<file path="src/rtl/mem_port_arbiter_pkg.sv">
// Shared types for the IF/LS memory port arbiter: FSM state and read-owner encodings.
package mem_port_arbiter_pkg;

    typedef enum logic {
        ARB_IDLE    = 1'b0,
        ARB_RD_WAIT = 1'b1
    } arb_state_e;

    typedef enum logic {
        OWN_IF = 1'b0,
        OWN_LS = 1'b1
    } arb_owner_e;

    localparam int CNT_W = 4;

endpackage

</file>
<file path="src/rtl/mem_arb_pick.sv">
// Combinational winner selection: LS wins unless IF has been starved for the limit.
module mem_arb_pick
    import mem_port_arbiter_pkg::*;
(
    input  logic if_req,
    input  logic ls_req,
    input  logic starve_hit,
    output logic pick_if,
    output logic pick_ls
);

    // LS priority, overridden when the starvation limit is reached with IF waiting
    always_comb begin
        pick_ls = ls_req & ~(if_req & starve_hit);
        pick_if = if_req & ~pick_ls;
    end

endmodule

</file>
<file path="src/rtl/mem_port_arbiter.sv">
// Shares one single-port memory between instruction fetch and load/store,
// with one outstanding read, LS priority and an IF starvation guard.
module mem_port_arbiter
    import mem_port_arbiter_pkg::*;
#(
    parameter int ADDR       = 16,
    parameter int W_DATA     = 32,
    parameter int MEM_LAT    = 2,
    parameter int MAX_STARVE = 3
) (
    input  logic              clk,
    input  logic              reset,
    input  logic              if_req,
    input  logic [ADDR-1:0]   if_addr,
    output logic              if_gnt,
    output logic              if_rvalid,
    output logic [W_DATA-1:0] if_rdata,
    input  logic              ls_req,
    input  logic              ls_write,
    input  logic [ADDR-1:0]   ls_addr,
    input  logic [W_DATA-1:0] ls_wdata,
    output logic              ls_gnt,
    output logic              ls_rvalid,
    output logic [W_DATA-1:0] ls_rdata,
    output logic              stall_o,
    output logic              mem_en,
    output logic              mem_we,
    output logic [ADDR-1:0]   mem_addr,
    output logic [W_DATA-1:0] mem_wdata,
    input  logic [W_DATA-1:0] mem_rdata
);

    localparam logic [CNT_W-1:0] LAT_M1   = CNT_W'(MEM_LAT - 1);
    localparam logic [CNT_W-1:0] STARVE_M = CNT_W'(MAX_STARVE);

    arb_state_e       state_q, state_d;
    arb_owner_e       owner_q, owner_d;
    logic [CNT_W-1:0] lat_cnt_q, lat_cnt_d;
    logic [CNT_W-1:0] starve_cnt_q, starve_cnt_d;

    logic pick_if_s, pick_ls_s, starve_hit_s, rd_done_s;

    assign starve_hit_s = (starve_cnt_q == STARVE_M);

    mem_arb_pick u_pick (
        .if_req     (if_req),
        .ls_req     (ls_req),
        .starve_hit (starve_hit_s),
        .pick_if    (pick_if_s),
        .pick_ls    (pick_ls_s)
    );

    // State register; an in-flight read is simply forgotten on reset
    always_ff @(posedge clk or negedge reset) begin
        if (!reset) begin
            state_q      <= ARB_IDLE;
            owner_q      <= OWN_IF;
            lat_cnt_q    <= '0;
            starve_cnt_q <= '0;
        end else begin
            state_q      <= state_d;
            owner_q      <= owner_d;
            lat_cnt_q    <= lat_cnt_d;
            starve_cnt_q <= starve_cnt_d;
        end
    end

    // Next-state: reads park in RD_WAIT for MEM_LAT cycles, stores stay in IDLE
    always_comb begin
        state_d   = state_q;
        owner_d   = owner_q;
        lat_cnt_d = lat_cnt_q;
        case (state_q)
            ARB_IDLE: begin
                if (if_gnt || (ls_gnt && !ls_write)) begin
                    state_d   = ARB_RD_WAIT;
                    owner_d   = ls_gnt ? OWN_LS : OWN_IF;
                    lat_cnt_d = LAT_M1;
                end else begin
                    state_d = ARB_IDLE;
                end
            end
            ARB_RD_WAIT: begin
                if (lat_cnt_q == 4'd0) begin
                    state_d = ARB_IDLE;
                end else begin
                    lat_cnt_d = lat_cnt_q - 4'd1;
                end
            end
            default: begin
                state_d = ARB_IDLE;
            end
        endcase
    end

    // Starvation counter only tracks LS grants that happen while IF is waiting
    always_comb begin
        if (if_gnt || !if_req) begin
            starve_cnt_d = '0;
        end else if (ls_gnt && !starve_hit_s) begin
            starve_cnt_d = starve_cnt_q + 4'd1;
        end else begin
            starve_cnt_d = starve_cnt_q;
        end
    end

    // Outputs: grants and mem strobe are combinational; everything is forced low in reset
    always_comb begin
        rd_done_s = (state_q == ARB_RD_WAIT) && (lat_cnt_q == 4'd0);
        if_gnt    = reset & (state_q == ARB_IDLE) & pick_if_s;
        ls_gnt    = reset & (state_q == ARB_IDLE) & pick_ls_s;
        mem_en    = if_gnt | ls_gnt;
        mem_we    = ls_gnt & ls_write;
        if (ls_gnt) begin
            mem_addr  = ls_addr;
            mem_wdata = ls_wdata;
        end else if (if_gnt) begin
            mem_addr  = if_addr;
            mem_wdata = '0;
        end else begin
            mem_addr  = '0;
            mem_wdata = '0;
        end
        if_rvalid = reset & rd_done_s & (owner_q == OWN_IF);
        ls_rvalid = reset & rd_done_s & (owner_q == OWN_LS);
        if_rdata  = if_rvalid ? mem_rdata : '0;
        ls_rdata  = ls_rvalid ? mem_rdata : '0;
        stall_o   = reset & ((ls_req & ~ls_gnt) |
                             ((state_q == ARB_RD_WAIT) & (owner_q == OWN_LS) & ~ls_rvalid));
    end

endmodule

</file>
<file path="config.mk">
export PLATFORM = sky130hd
export DESIGN_NAME = mem_port_arbiter
export DESIGN_NICKNAME = d
export VERILOG_FILES = /design/src/rtl/mem_port_arbiter_pkg.sv /design/src/rtl/mem_arb_pick.sv /design/src/rtl/mem_port_arbiter.sv
export SDC_FILE = /design/constraint.sdc
export NUM_CORES = 1
export LEC_CHECK = 0
export CORE_AREA = 2 2 85 87
export CTS_BUF_LIST = sky130_fd_sc_hd__clkbuf_4 sky130_fd_sc_hd__clkbuf_8
export DETAILED_ROUTE_END_ITERATION = 8
export DIE_AREA = 0 0 87 89
export HOLD_SLACK_MARGIN = 0.12
export PLACE_DENSITY = 0.73
export RECOVER_POWER = 100
export SLEW_MARGIN = 25
export SYNTH_ARGS = -nofsm -noshare
export SYNTH_HDL_FRONTEND = slang
export SYNTH_HIERARCHICAL = 1
export SYNTH_SLANG_ARGS = --single-unit
</file>
<file path="constraint.sdc">
create_clock -name clk -period 3.7 [get_ports clk]
set_input_delay 0.74 -clock clk [delete_from_list [all_inputs] [get_ports clk]]
set_output_delay 0.74 -clock clk [all_outputs]
set_load 0.02 [all_outputs]
</file>
=== After elaboration in Yosys (flattened, before gate mapping) ===
Cells that the tools add are included.

* Flip-flop bits (word level): 10
* Word-level logic and storage cells: 57

* $add $sub $neg: 2
* Equality and inequality tests: 3
* Mux-type cells: 14
* Bitwise logic cells: 22
* Reduce and logical (&&, ||, !) cells: 12

{| class="wikitable"
|+ Operators with widths
! operator !! count
|-
| $mux W32 || 3
|-
| $mux W16 || 2
|-
| $mux W4 || 4
|-
| $and A1 B1 Y1 || 14
|-
| $pmux W4 S2 || 1
|-
| $not A1 Y1 || 6
|-
| $add A4 B1 Y4 const B || 1
|-
| $eq A4 B2 Y1 const B || 1
|-
| $logic_not A4 Y1 || 1
|-
| $ne A2 B2 Y1 const B || 2
|-
| $reduce_and A2 Y1 || 2
|-
| $sub A4 B1 Y4 const B || 1
|-
| $logic_and A1 B1 Y1 || 3
|-
| $logic_not A1 Y1 || 3
|-
| $mux W1 || 3
|-
| $logic_or A1 B1 Y1 || 2
|-
| $or A1 B1 Y1 || 2
|-
| $pmux W1 S2 || 1
|-
| $reduce_bool A2 Y1 || 1
|}

=== Depth between registers and ports, before layout ===
Gate-level depths: netlist (run 1).

* Depth in word-level cells: 10
* Gate-level depth with buffers: 8

=== Cells and area by module ===
The synthesis (run 1) kept the hierarchy.

{| class="wikitable"
|+ By module, submodules not included
! module !! instances !! cells each !! area an instance (µm²)
|-
| mem_port_arbiter || 1 || 189 || 1,433.9
|-
| mem_arb_pick || 1 || 3 || 18.8
|}

=== Least setup slack after synthesis (run 1) ===
No wires, ideal clock.

* Kind: register to output
* From: register starve_cnt_q[0]
* To: output port mem_addr[10]
* Arrival: 1,980 ps
* Required time: 2,960 ps
* Path slack: 980 ps
* Cell stages (with the launch flop): 9
* Path buffers: 1
* Path through: dfrtp_1 ha_1 nor3b_1 inv_1 a21boi_1 nand3b_1 nor2_2 buf_2 a22o_1

* Longest elaborated chain between the ends: 9
* Elaborated cells on any way between the ends: 10
* Those cells by class: 1 x eq/ne; 2 x mux; 7 x bitwise

{| class="wikitable"
|+ Ends and longest elaborated chain
! what !! RTL line !! text
|-
| start, declared || mem_port_arbiter.sv:39 || <nowiki>logic [CNT_W-1:0] starve_cnt_q, starve_cnt_d;</nowiki>
|-
| start signal, assigned || mem_port_arbiter.sv:64 || <nowiki>starve_cnt_q <= starve_cnt_d;</nowiki>
|-
| $eq A4 B2 Y1 || mem_port_arbiter.sv:43 || <nowiki>assign starve_hit_s = (starve_cnt_q == STARVE_M);</nowiki>
|-
| net starve_hit_s || mem_port_arbiter.sv:41 || <nowiki>logic pick_if_s, pick_ls_s, starve_hit_s, rd_done_s;</nowiki>
|-
| $and A1 B1 Y1 || mem_arb_pick.sv:14 || <nowiki>pick_ls = ls_req & ~(if_req & starve_hit);</nowiki>
|-
| $not A1 Y1 || mem_arb_pick.sv:14 ||
|-
| $and A1 B1 Y1 || mem_arb_pick.sv:14 ||
|-
| $not A1 Y1 || mem_arb_pick.sv:15 || <nowiki>pick_if = if_req & ~pick_ls;</nowiki>
|-
| $and A1 B1 Y1 || mem_arb_pick.sv:15 ||
|-
| net pick_if_s || mem_port_arbiter.sv:41 ||
|-
| $and A1 B1 Y1 || mem_port_arbiter.sv:110 || <nowiki>if_gnt = reset & (state_q == ARB_IDLE) & pick_if_s;</nowiki>
|-
| $mux W16 || mem_port_arbiter.sv:117 || <nowiki>end else if (if_gnt) begin</nowiki>
|-
| $mux W16 || mem_port_arbiter.sv:114 || <nowiki>if (ls_gnt) begin</nowiki>
|-
| end, declared || mem_port_arbiter.sv:28 || <nowiki>output logic [ADDR-1:0] mem_addr,</nowiki>
|}

The timed path passes the listed nets, and every way through them passes these cells.

=== Worst setup path after layout (run 1) ===
* From: input port ls_req
* To: output port mem_wdata[13]

* Longest elaborated chain between the ends: 3

{| class="wikitable"
|+ Ends and longest elaborated chain
! what !! RTL line !! text
|-
| start, declared || mem_port_arbiter.sv:18 || <nowiki>input logic ls_req,</nowiki>
|-
| $and A1 B1 Y1 || mem_arb_pick.sv:14 ||
|-
| net pick_ls_s || mem_port_arbiter.sv:41 ||
|-
| $and A1 B1 Y1 || mem_port_arbiter.sv:111 || <nowiki>ls_gnt = reset & (state_q == ARB_IDLE) & pick_ls_s;</nowiki>
|-
| $mux W32 || mem_port_arbiter.sv:114 ||
|-
| end, declared || mem_port_arbiter.sv:29 || <nowiki>output logic [W_DATA-1:0] mem_wdata,</nowiki>
|}

The timed path passes the listed nets, and every way through them passes these cells.

==> results of run 1 <==
## through the flow
| stage | area (um^2) | std cells | utilization | total power, W |
|---|---|---|---|---|
| floorplan | 1450 | 192 | - | 0.000564 |
| global placement | 3800 | 488 | 0.565 | 0.000928 |
| detailed placement | 3800 | 488 | 0.565 | 0.000939 |
| CTS | 3840 | 491 | 0.572 | 0.00105 |
| global route | 3830 | 491 | 0.570 | 0.00109 |
| finish | 3830 | 491 | 0.570 | 0.00102 |
## worst max-delay path by stage
stage                                            from       endpoint  slack, ps  cells after the start
after floorplan           starve_cnt_q[0]$_DFFE_PN0P_   mem_addr[10]        980                      8
after global placement                         ls_req  mem_wdata[11]        110                      7
after detailed placement                       ls_req  mem_wdata[11]        150                      7
after CTS                                      ls_req  mem_wdata[11]        140                      7
after global routing                           ls_req    mem_addr[2]         30                      7
final                                          ls_req  mem_wdata[13]        130                      7
## metal layers
metal	global-route usage	wire length, um	vias to the layer above
met5	0	0	-
met4	0.0568	172	0
met3	0.0609	871	10
met2	0.346	3850	138
met1	0.160	2250	992
li1	-	-	1084
## cell type report
class                   count  share of cell area
repair buffers            229               0.599
flip-flops and latches     10              0.0653
well taps                  80              0.0261
multi-input cells         162               0.292
inverters                   7             0.00686
clock buffers               3              0.0108
## where the power goes
group	switching, W	leakage (nW)	internal [W]
Combinational	0.000316	1.50	0.000386
Sequential	0.0000670	0.130	0.000143
Clock	0.0000383	0.0216	0.0000709
Total	0.000421	1.65	0.000599
## cell usage after synthesis, types with 2 or more instances
master    number  area, um^2
and2_1        97         607
a22o_1        17         149
dfrtp_1       10         250
buf_2          8        40.0
a21oi_1        6        30.0
inv_1          6        22.5
o21ai_0        6        30.0
clkbuf_1       5        18.8
nand2_1        5        18.8
nand3b_1       4        30.0
a21boi_1       2        15.0
ha_1           2        25.0
nand4b_1       2        17.5
nor2b_1        2        12.5
or3_1          2        12.5
## critical path, stage by stage
cell	delay, ps
clkdlybuf4s50_1	500
a21boi_1	300
nand3b_1	160
inv_2	130
buf_12	170
and2_1	130
dlygate4sd3_1	700
## placed cells by master, fill, tap and decap left out, types with 2 or more instances in the layout
cell type        count
dfrtp_1             10
inv_1                6
and2_1              81
a21boi_1             2
or3_1                2
buf_4                5
nand3b_1             4
clkbuf_1             2
nand4b_1             2
nor2b_1              2
o21ai_0              6
clkbuf_8             3
and2_0              16
a21oi_1              6
a22o_1              17
buf_12               3
clkdlybuf4s50_1    167
ha_1                 2
dlygate4sd3_1       52
nand2_1              5
## logic make-up (layout without fill, tap and decap cells)
group / count (synthesis) / in the layout / share of synthesized area
AO/OA/AOI/OAI: 37 / 37 / 0.193
adder cells (fa/ha/maj): 2 / 2 / 0.0172
buffers and inverters: 20 / 239 / 0.0586
flip-flops: 10 / 10 / 0.172
AND/OR/NAND/NOR: 123 / 123 / 0.559
## sequential cells by signal (all words and copies together), names as in the netlist
signal	count
lat_cnt_q	4
starve_cnt_q	4
owner_q	1
state_q	1
==> flow_metrics.py, run 1 <==
metrics = {
    "worst_setup_path": {
        "reg2reg_slack_ps": 1510,
        "setup.worst_path.class": "input port to output port",
        "endpoint_kind": "output port",
        "crit_fanout": 29,
        "ff2ff_path_depth": 8,
        "arrival_ps": 2830,
        "reg2reg_from": "starve_cnt_q[0]$_DFFE_PN0P_",
        "worst_ep_required_time_ps": 2960,
        "critPathLaunchType": "input port",
        "worstReg2RegEnd": "starve_cnt_q[3]$_DFFE_PN0P_",
    },
    "timing": {
        "worst_pin_slew_ps": 609,
        "final.period_utilization": 0.965,
        "fmax_mhz": 280,
        "finalClockSkew_ps": 2.81,
        "finalSetupTns_ps": 0,
        "setup_viol": 0,
        "fin_ws_ps": 130,
        "finalCriticalPeriod_ps": 3570,
        "slew_violations": 0,
        "hold_violations": 0,
        "max_slew_margin": 0.594,
        "hold_slack_ps": 586,
        "rsz0062_at_grt": "false",
    },
    "cts": {
        "hold_buffers": 0,
        "post-cts-setup-buffers": 0,
        "cts_tree": "yes",
        "cts_buffer_depth": 2,
        "post_cts_resized": 0,
        "h-tree-depth": 1,
        "clk_latency_ps": 230,
        "cts_buffers": 3,
        "path_clk_slew_ps": 50,
        "cts_num_sinks": 10,
        "clockRootBuffer": "clkbuf_8",
    },
    "placement": {
        "dp_slack_ps": 148,
        "place_congestion": 0.819,
        "io_buffers": 219,
        "dpl.hpwl_um": 6350,
    },
    "global_route": {
        "grt_overflow": 0,
        "track_usage": 0.172,
        "grt_antenna_before_repair": 0,
        "grt_first_pass_wirelength_um": 10600,
        "grt_max_degree": 34,
        "grt_pass1_vias": 2143,
    },
    "floorplan": {
        "die_y_um": 89,
        "die-area_um2": 7740,
        "dieWidth_um": 87,
        "start_util": 0.216,
        "num_io_pins": 220,
        "core_area_um2": 6720,
        "num_rows": 30,
    },
    "min_path": {
        "whs_endpoint": "starve_cnt_q[2]$_DFFE_PN0P_",
        "whs_path_depth": 2,
        "min_path_type": "flip-flop to flip-flop",
        "hold_start": "starve_cnt_q[3]$_DFFE_PN0P_",
    },
    "yosys": {
        "synth_cell_types": 33,
        "synth_edf_count": 0,
        "synth_async_sr_flop_share": 1.00,
        "synth_cells": 192,
        "yosysSeqAreaShare": 0.172,
        "ys_ff_latch": 10,
        "synth.cell_area_um2": 1450,
        "synth_flop_cell": "dfrtp_1",
        "syn-num-nets": 295,
        "ys_warn_count": 6,
        "syn_area_per_cell_um2": 7.57,
    },
    "routing": {
        "routed_via_density": 4.53,
        "drtIter0Drc": 45,
        "drtAntennaViolNets": 0,
        "drt_pass1_iterations": 4,
        "routed_wl_um": 7150,
        "drc": 0,
        "post_drt_wl_per_cell_um": 14.6,
        "dr_total_vias": 2224,
    },
    "final_layout": {
        "diodes": 0,
        "fillCellCount": 626,
        "drive_gt1_frac": 0.0511,
        "area_growth_pct": 164,
        "multiInputGateArea_um2": 1120,
        "seq_area_um2": 250,
        "nets": 516,
    },
    "pwr": {
        "leakagePower_nw": 1.65,
        "powerDensity_nw_per_um2": 266,
        "peakVddDrop_mv": 0.118,
    },
    "status": {
        "status": "completed",
    },
    "flow_run": {
        "max_cap_violations": 0,
    },
}
No activity file was read; power rests on OpenSTA's default activity.
==> inputs of run 2 (changes only) <==
--- a/config.mk
+++ b/config.mk
@@ -5,12 +5,12 @@
 export SDC_FILE = /design/constraint.sdc
 export NUM_CORES = 1
 export LEC_CHECK = 0
-export CORE_AREA = 2 2 85 87
+export CORE_MARGIN = 2
+export CORE_UTILIZATION = 21
 export CTS_BUF_LIST = sky130_fd_sc_hd__clkbuf_4 sky130_fd_sc_hd__clkbuf_8
 export DETAILED_ROUTE_END_ITERATION = 8
-export DIE_AREA = 0 0 87 89
 export HOLD_SLACK_MARGIN = 0.12
-export PLACE_DENSITY = 0.73
+export PLACE_DENSITY = 0.75
 export RECOVER_POWER = 100
 export SLEW_MARGIN = 25
 export SYNTH_ARGS = -nofsm -noshare
==> constraint.sdc (replaced) <==
create_clock -name clk -period 3.13 [get_ports clk]
set_input_delay 0.626 -clock clk [delete_from_list [all_inputs] [get_ports clk]]
set_output_delay 0.626 -clock clk [all_outputs]
set_load 0.02 [all_outputs]
==> flow_metrics.py, run 2 (same netlist as run 1, synthesis figures left out) <==
metrics = {
    "cts": {
        "clockRootBuffer": "clkbuf_8",
        "clk_latency_ps": 230,
        "cts_tree": "yes",
        "cts_buffers": 3,
        "h-tree-depth": 1,
        "cts_num_sinks": 10,
        "path_clk_slew_ps": 50,
        "cts_buffer_depth": 2,
    },
    "pwr": {
        "peakVddDrop_mv": 0.194,
        "p_int_w": 0.000665,
        "powerDensity_nw_per_um2": 327,
        "p_total_w": 0.00117,
        "p_clk_frac": 0.137,
        "p_seq_frac": 0.214,
        "combPwrFrac": 0.649,
        "p_switching_w": 0.000500,
        "leakagePower_nw": 1.81,
        "swShare": 0.429,
    },
    "routing": {
        "post_drt_wl_per_cell_um": 14.7,
        "drtAntennaViolNets": 0,
        "routed.top_layer": "met4",
        "drtIter0Drc": 27,
        "dr_total_vias": 2178,
        "route.met3.wl_um": 828,
        "drc": 0,
        "drt_pass1_iterations": 4,
        "wl_met1_um": 2540,
        "route.met2.wl_um": 3830,
        "routed_wl_um": 7280,
        "routed_via_density": 4.41,
    },
    "timing": {
        "hold_slack_ps": 571,
        "rsz0062_at_grt": "false",
        "finalSetupTns_ps": 0,
        "worst_pin_slew_ps": 626,
        "slew_violations": 0,
        "hold_violations": 0,
        "finalClockSkew_ps": 2.32,
        "final.period_utilization": 0.963,
        "finalCriticalPeriod_ps": 3010,
        "fmax_mhz": 332,
        "setup_viol": 0,
        "max_slew_margin": 0.582,
    },
    "worst_setup_path": {
        "setup.worst_path.class": "input port to output port",
        "endpoint_kind": "output port",
        "worst_ep_required_time_ps": 2500,
        "critPathLaunchType": "input port",
        "arrival_ps": 2390,
        "crit_fanout": 33,
        "reg2reg_from": "starve_cnt_q[0]$_DFFE_PN0P_",
        "crit_start": "reset",
    },
    "final_layout": {
        "final_common_cell": "clkdlybuf4s50_1",
        "diodes": 0,
        "utilization": 0.527,
        "largestRegisters": "lat_cnt_q x4, starve_cnt_q x4",
        "nets": 518,
        "fin_cells": 494,
        "drive_gt1_frac": 0.0556,
        "area_growth_pct": 145,
        "most-common-layout-cells": "clkdlybuf4s50_1, and2_1, dlygate4sd2_1",
    },
    "global_route": {
        "grt_pass1_vias": 2058,
        "grt_overflow": 0,
        "grt_first_pass_wirelength_um": 10100,
        "track_usage": 0.169,
        "grt_antenna_before_repair": 0,
        "grt_max_degree": 34,
    },
    "flow_run": {
        "max_cap_violations": 0,
    },
    "floorplan": {
        "num_rows": 30,
        "die-area_um2": 7600,
        "core_area_um2": 6760,
        "num_io_pins": 220,
        "dieWidth_um": 87.2,
        "die_y_um": 87.2,
        "start_util": 0.215,
    },
    "placement": {
        "place_inst": 490,
        "dpl.hpwl_um": 6230,
        "io_buffers": 219,
        "place_congestion": 0.816,
    },
    "min_path": {
        "min_path_type": "flip-flop to flip-flop",
        "hold_start": "starve_cnt_q[1]$_DFFE_PN0P_",
    },
    "status": {
        "status": "completed",
    },
}
-- run 2: repair_timing --
action,4_1_cts,5_1_grt
gates resized for setup,78,38
endpoints found under the setup margin,84,38
setup buffers,0,0
pin swaps,0,0
cloned,0,0
hold buffers,0,0
-- run 2: final cells by class --
class                      instances  area (um^2)
fill                             724         3190
inverter                           7         26.3
sequential                        10          250
timing repair buffer             231         2010
multi-input combinational        162         1120
clock buffer                       4         55.1
tap                               80          100
-- run 2: layer usage --
layer | up-vias | track usage
met1 | 950 | 0.160
li1 | 1090 | -
met4 | 0 | 0.0462
met2 | 134 | 0.346
met5 | - | 0
met3 | 4 | 0.0502
-- run 2: critical path: stages --
cell	delay (ps)
clkdlybuf4s50_1	490
nand3_2	140
nor4b_4	300
buf_12	200
clkdlybuf4s50_1	620
-- run 2: final timing paths --
check                                         endpoint  slack (ps)  depth (start not counted)
min in group asynchronous     lat_cnt_q[2]$_DFFE_PN0P_        1100                          3
min reg2reg                starve_cnt_q[1]$_DFFE_PN0P_         570                          2
max reg2reg                          state_q$_DFF_PN0_        1260                          7
max                                          ls_rvalid         120                          5
max in group asynchronous  starve_cnt_q[2]$_DFFE_PN0P_        1620                          3
min                        starve_cnt_q[1]$_DFFE_PN0P_         570                          2
-- run 2: through the flow --
step                worst slack [ps]  cell area (um^2)
global route                    21.1              3560
finish                           116              3560
floorplan                        524              1450
detailed placement             -91.7              3830
CTS                             9.53              3800
global placement               -79.2              3830
-- run 2: power groups by stage --
stage | combinational [W] | clock, W | sequential, W
6_report | 0.000757 | 0.000159 | 0.000250
3_5_place_dp | 0.000862 | 0 | 0.000251
2_1_floorplan | 0.000447 | 0 | 0.000219
3_3_place_gp | 0.000851 | 0 | 0.000244
5_1_grt | 0.000816 | 0.000168 | 0.000262
4_1_cts | 0.000816 | 0.000164 | 0.000249
